--- config.mk ---
export PLATFORM = sky130hd
export DESIGN_NAME = pool_stream_flat
export DESIGN_NICKNAME = d
export VERILOG_FILES = /design/src/rtl/pool_stream_if.sv /design/src/rtl/pool_stream.sv /design/src/flat_wrapper.sv
export SDC_FILE = /design/constraint.sdc
export NUM_CORES = 1
export LEC_CHECK = 0
export BUFFER_PORTS_ARGS = -buffer_cell sky130_fd_sc_hd__buf_4
export CORE_MARGIN = 2
export CORE_UTILIZATION = 50
export DETAILED_ROUTE_END_ITERATION = 12
export GPL_ROUTABILITY_DRIVEN = 1
export PLACE_DENSITY_LB_ADDON = 0.12
export SYNTH_ARGS = -nofsm -noshare
export SYNTH_HDL_FRONTEND = slang
export SYNTH_SLANG_ARGS = --single-unit
--- constraint.sdc ---
create_clock -name clk -period 19.8 [get_ports clk]
set_input_delay 1.98 -clock clk [delete_from_list [all_inputs] [get_ports clk]]
set_output_delay 1.98 -clock clk [all_outputs]
set_load 0.02 [all_outputs]
--- src/rtl/pool_stream_if.sv ---
// Pixel-in / pooled-result-out handshake bundle
// shared by pool_stream and its stimulus side.
interface pool_stream_if #(
  parameter int input_channels       = 5,
  parameter int datatype_size        = 8,
  parameter int output_datatype_size = 8
);
  logic i_start;
  logic i_mode;
  logic i_valid;
  logic [input_channels-1:0][datatype_size-1:0] i_data;
  logic o_ready;
  logic i_next_busy;
  logic o_valid;
  logic o_last;
  logic [input_channels-1:0]
        [output_datatype_size-1:0] o_func_data;

  modport master (
    output i_start, i_mode, i_valid, i_data,
    output i_next_busy,
    input  o_ready, o_valid, o_last, o_func_data
  );

  modport slave (
    input  i_start, i_mode, i_valid, i_data,
    input  i_next_busy,
    output o_ready, o_valid, o_last, o_func_data
  );
endinterface

--- src/rtl/pool_stream.sv ---
// Streaming NxN stride-N max/average pooling over a
// raster pixel stream, one pixel per cycle, C channels.
module pool_stream #(
  parameter int input_channels       = 5,
  parameter int img_width            = 28,
  parameter int img_height           = 28,
  parameter int kernel_dim           = 2,
  parameter int datatype_size        = 8,
  parameter int output_datatype_size = 8
) (
  input logic         clk,
  input logic         rst,
  pool_stream_if.slave bus
);
  localparam int C   = input_channels;
  localparam int W   = img_width;
  localparam int H   = img_height;
  localparam int N   = kernel_dim;
  localparam int DW  = datatype_size;
  localparam int ODW = output_datatype_size;
  localparam int LG  = $clog2(N);
  localparam int BW  = DW + 2 * LG;
  localparam int NE  = W / N;
  localparam int CW  = (W > 1) ? $clog2(W) : 1;
  localparam int RW  = (H > 1) ? $clog2(H) : 1;
  localparam int IW  = (NE > 1) ? $clog2(NE) : 1;

  localparam logic [1:0] IDLE  = 2'd0;
  localparam logic [1:0] RUN   = 2'd1;
  localparam logic [1:0] DRAIN = 2'd2;

  logic [1:0]  r_state;
  logic        r_mode;
  logic [CW-1:0] r_col;
  logic [RW-1:0] r_row;
  logic        r_valid;
  logic        r_last;
  logic [C-1:0][ODW-1:0] r_data;
  logic [BW-1:0] r_buf [C][NE];

  logic          w_ready;
  logic          w_acc;
  logic          w_out_acc;
  logic          w_col_end;
  logic          w_flast;
  logic          w_first;
  logic          w_wlast;
  logic [IW-1:0] w_idx;
  logic [BW-1:0] w_px   [C];
  logic [BW-1:0] w_comb [C];
  logic [DW-1:0] w_res  [C];

  assign w_ready   = (r_state == RUN) &&
                     !(r_valid && bus.i_next_busy);
  assign w_acc     = w_ready && bus.i_valid &&
                     !bus.i_start;
  assign w_out_acc = r_valid && !bus.i_next_busy;
  assign w_col_end = (r_col == CW'(W - 1));
  assign w_flast   = w_col_end &&
                     (r_row == RW'(H - 1));
  assign w_first   = (int'(r_col) % N == 0) &&
                     (int'(r_row) % N == 0);
  assign w_wlast   = (int'(r_col) % N == N - 1) &&
                     (int'(r_row) % N == N - 1);
  assign w_idx     = IW'(int'(r_col) / N);

  assign bus.o_ready     = w_ready;
  assign bus.o_valid     = r_valid;
  assign bus.o_last      = r_last;
  assign bus.o_func_data = r_data;

  always_comb begin
    for (int c = 0; c < C; c++) begin
      w_px[c]   = BW'(bus.i_data[c]);
      w_comb[c] = '0;
      w_res[c]  = '0;
      if (w_first)
        w_comb[c] = w_px[c];
      else if (r_mode)
        w_comb[c] = r_buf[c][w_idx] + w_px[c];
      else if (w_px[c] > r_buf[c][w_idx])
        w_comb[c] = w_px[c];
      else
        w_comb[c] = r_buf[c][w_idx];
      // window sum of N*N pixels divided by N^2
      if (r_mode)
        w_res[c] = DW'(w_comb[c] >> (2 * LG));
      else
        w_res[c] = DW'(w_comb[c]);
    end
  end

  always_ff @(posedge clk) begin
    if (w_acc && !w_wlast) begin
      for (int c = 0; c < C; c++)
        r_buf[c][w_idx] <= w_comb[c];
    end
  end

  always_ff @(posedge clk) begin
    if (!rst) begin
      r_state <= IDLE;
      r_mode  <= 1'b0;
      r_col   <= '0;
      r_row   <= '0;
      r_valid <= 1'b0;
      r_last  <= 1'b0;
      r_data  <= '0;
    end else if (bus.i_start) begin
      r_state <= RUN;
      r_mode  <= bus.i_mode;
      r_col   <= '0;
      r_row   <= '0;
      r_valid <= 1'b0;
      r_last  <= 1'b0;
    end else begin
      if (w_out_acc) begin
        r_valid <= 1'b0;
        r_last  <= 1'b0;
        if (r_last)
          r_state <= IDLE;
      end
      if (w_acc) begin
        r_col <= w_col_end ? '0 : r_col + 1'b1;
        if (w_col_end)
          r_row <= w_flast ? '0 : r_row + 1'b1;
        if (w_wlast) begin
          r_valid <= 1'b1;
          r_last  <= w_flast;
          for (int c = 0; c < C; c++)
            r_data[c] <= ODW'(w_res[c]);
        end
        if (w_flast)
          r_state <= DRAIN;
      end
    end
  end
endmodule
--- src/flat_wrapper.sv ---
// flat-port wrapper written by rule: the top's interface ports become plain ports
module pool_stream_flat 
#(
  parameter int input_channels       = 5,
  parameter int img_width            = 28,
  parameter int img_height           = 28,
  parameter int kernel_dim           = 2,
  parameter int datatype_size        = 8,
  parameter int output_datatype_size = 8
)
  (clk, rst, bus_i_start, bus_i_mode, bus_i_valid, bus_i_data, bus_i_next_busy, bus_o_ready, bus_o_valid, bus_o_last, bus_o_func_data);
  pool_stream_if #(.input_channels(input_channels), .datatype_size(datatype_size), .output_datatype_size(output_datatype_size)) bus_i ();
  input logic clk;
  input logic rst;
  input wire logic [$bits(bus_i.i_start)-1:0] bus_i_start;
  input wire logic [$bits(bus_i.i_mode)-1:0] bus_i_mode;
  input wire logic [$bits(bus_i.i_valid)-1:0] bus_i_valid;
  input wire logic [$bits(bus_i.i_data)-1:0] bus_i_data;
  input wire logic [$bits(bus_i.i_next_busy)-1:0] bus_i_next_busy;
  output wire logic [$bits(bus_i.o_ready)-1:0] bus_o_ready;
  output wire logic [$bits(bus_i.o_valid)-1:0] bus_o_valid;
  output wire logic [$bits(bus_i.o_last)-1:0] bus_o_last;
  output wire logic [$bits(bus_i.o_func_data)-1:0] bus_o_func_data;
  assign bus_i.i_start = bus_i_start;
  assign bus_i.i_mode = bus_i_mode;
  assign bus_i.i_valid = bus_i_valid;
  assign bus_i.i_data = bus_i_data;
  assign bus_i.i_next_busy = bus_i_next_busy;
  assign bus_o_ready = bus_i.o_ready;
  assign bus_o_valid = bus_i.o_valid;
  assign bus_o_last = bus_i.o_last;
  assign bus_o_func_data = bus_i.o_func_data;
  pool_stream #(.input_channels(input_channels), .img_width(img_width), .img_height(img_height), .kernel_dim(kernel_dim), .datatype_size(datatype_size), .output_datatype_size(output_datatype_size)) u_core (.clk(clk), .rst(rst), .bus(bus_i));
endmodule
==> metrics <==
status completed; nets@finish approximately 2400; Synth Instances 2116; P_leak approximately 12 nW; GP Congestion 0.911; Max FO, Critical Path between 40 and 50; Crit Path Class reg -> reg; Initial DRC Count ~2100; TritonCTS clock tree built; initial antenna violation count 3; vias 20225; Post-Syn Nets 2249; area delta synth->final 12.6%; vias in the first global route around 20000; final slew viol count 0; DRC 0; Cell Rows 94; detailed-placement wirelength estimate roughly 55000 µm; number of flops mapped to enable cells by yosys 700; PD cells 88.3 nW/µm²; TNS Setup 0 ns; clk_skew roughly 0.022 ns; Max Buffers Root-to-Sink 3; Worst Max-Slew Pin Slew ~1.3 ns; number of CTS-inserted buffers 80; Final setup violation count 0; post-CTS setup buffers 0; final non-filler cell area 37600 µm²; Post-synth top cells edfxtp_1 (700), mux4_2 (144), nor2_1 (127), a21oi_1 (100); Final Hold Vio Count 0; CP startpoint kind flop; Hold Path Class reg -> reg; worst relative slew slack between 15 and 20%; Routed wire per std cell about 30 µm; I/O Buffers 88; Post-synth top flop edfxtp_1; non-filler cells, final between 3000 and 4000; total die area between 60000 and 70000 µm²; core area ~66000 µm²; Total GRT Usage roughly 27%; clk_lat worst skew just over 0.6 ns; Avg Cell Area, Syn ~16 µm²; layout cell share with drive strength beyond 1 20.4%; clk sinks roughly 760; grt total ovfl 0; RSZ-0062 raised after global routing no; clk root buf clkbuf_16; Setup WS post-layout 12.99 ns; crit end category flop; H-Tree Depth 3; DP Area roughly 35000 µm²; post-synth cell types roughly 80; Max VDD drop around 0.067 mV; max-cap check violation count 0; Setup WS pre-CTS approximately 13 ns; fillers approximately 5100; most frequent cell after synthesis edfxtp_1; Die X ~260 µm; vias per cell 6.42; synth warn 0; ANT cells 0; largest net degree at the start of global routing 59; first-pass GRT wire length ~140000 µm; Final Cycle Share roughly a third; synthesized area 33400 µm²; Util after Layout a little under three fifths; FMAX roughly 0.15 GHz; largest area contributor in the netlist edfxtp_1; Seq/Total Area, Yosys between 60% and 70%; #FFs+latches synth 755; asr flop ratio synth 0%; Synth top area share between 60% and 70%; Reg clk slew, reported paths 0.06 ns; minimum clock period around 6.8 ns; post_cts resized 0; dominant cells by area after synthesis edfxtp_1 (63%), mux4_2 (9.7%), dfxtp_1 (3.3%); placed cell count 3008; I/O pin cnt 89; chip height approximately 260 µm; worst path arrival time between 7 and 8 ns; Routed Antenna Nets 0; required time of the critical path between 20 and 25 ns; Hold-fix buffers, CTS 0; DRT Pass-1 Iters 6; WL final between 90000 and 100000 µm; Starting Density roughly 50%
==> metrics by stage <==
stage	total power, mW	hold WS [ns]
2_1_floorplan	1.87	0.431
3_3_place_gp	1.93	0.440
3_5_place_dp	1.93	0.450
4_1_cts	3.34	0.459
5_1_grt	3.41	0.502
6_report	3.32	0.462
==> cells by family (layout without fill, tap and decap cells) <==
kind of cell             count (synthesis)  after routing  synth area share [%]
flip-flops                             755            755                  66.3
AND/OR/NAND/NOR                        345            345                  4.84
buffers and inverters                  196            368                  2.56
AO/OA/AOI/OAI                          461            461                  9.42
XOR/XNOR                                44             44                  1.15
adder cells (fa/ha/maj)                 87             87                  3.37
multiplexers                           228            228                  12.4
==> per-layer routing <==
| metal | vias up | wire, µm | part of all wire [%] | global-route usage [%] |
|---|---|---|---|---|
| li1 | 8677 | - | - | - |
| met1 | 10457 | 39400 | 42 | 38.4 |
| met2 | 929 | 44400 | 47 | 42.9 |
| met3 | 160 | 7860 | 8.3 | 5.40 |
| met4 | 2 | 2680 | 2.8 | 8.92 |
| met5 | - | 13 | 0.014 | 0 |
==> sequential cells by signal, summed over array words and instances (netlist names) <==
| signal | cells |
|---|---|
| u_core.bus.o_func_data | 40 |
| u_core.bus.o_last | 1 |
| u_core.bus.o_valid | 1 |
| u_core.r_buf | 700 |
| u_core.r_col | 5 |
| u_core.r_mode | 1 |
| u_core.r_row | 5 |
| u_core.r_state | 2 |
==> cells in the final DEF (no fill, tap or decap), types with 9 or more instances in the layout <==
| cell type | count |
|---|---|
| nor3_1 | 26 |
| nand2_1 | 82 |
| ha_1 | 82 |
| clkbuf_16 | 81 |
| a22o_1 | 9 |
| buf_4 | 140 |
| mux4_2 | 144 |
| nand3_1 | 12 |
| o22ai_1 | 19 |
| o21ai_0 | 73 |
| edfxtp_1 | 700 |
| inv_1 | 82 |
| nand2b_1 | 14 |
| o211ai_1 | 28 |
| dfxtp_1 | 50 |
| a211oi_1 | 10 |
| nor2_4 | 10 |
| mux2_2 | 19 |
| nor2_1 | 114 |
| a21oi_1 | 100 |
| o221ai_1 | 11 |
| nand4_1 | 21 |
| a31oi_1 | 22 |
| a221oi_1 | 17 |
| mux2i_1 | 64 |
| o21bai_1 | 16 |
| xnor2_1 | 30 |
| xor2_1 | 14 |
| a22oi_1 | 46 |
| nor2b_1 | 11 |
| clkbuf_1 | 27 |
==> area by class of cell <==
class                   instances  area, µm²  share of cell area (%)
flip-flops and latches        755      22100                    58.9
repair buffers                144       1080                    2.86
clock inverters                30        300                   0.799
clock buffers                 110       2160                    5.73
inverters                      84        315                   0.839
well taps                     864       1080                    2.88
multi-input cells            1165      10500                    28.0
==> worst max-delay path: stages (launching register included) <==
cell	delay [ns]
dfxtp_4	0.75
buf_4	0.81
buf_4	0.81
mux4_2	0.60
mux2i_1	0.14
nor2_1	0.07
a221oi_1	0.45
ha_1	0.40
nand4_1	0.18
a21oi_1	0.07
o211a_1	0.24
o31ai_1	0.54
o211ai_1	0.17
a21boi_0	0.16
o21ai_0	0.95
==> power by group <==
group	leakage, nW	internal (mW)	total (mW)	switching [mW]
sequential	6.76	1.75	1.75	0.000953
combinational	4.36	0.0458	0.146	0.100
clock	1.18	0.827	1.42	0.596
==> final timing paths <==
check / start / end / slack, ns / depth (start not counted)
max: u_core.r_col[1] / u_core.r_buf[2][103] / 12.99 / 14
min: u_core.r_state[1] / u_core.r_state[1] / 0.46 / 2
max reg2reg: u_core.r_col[1] / u_core.r_buf[2][103] / 12.99 / 14
min reg2reg: u_core.r_state[1] / u_core.r_state[1] / 0.46 / 2
Power figures use the tool's default switching activity.
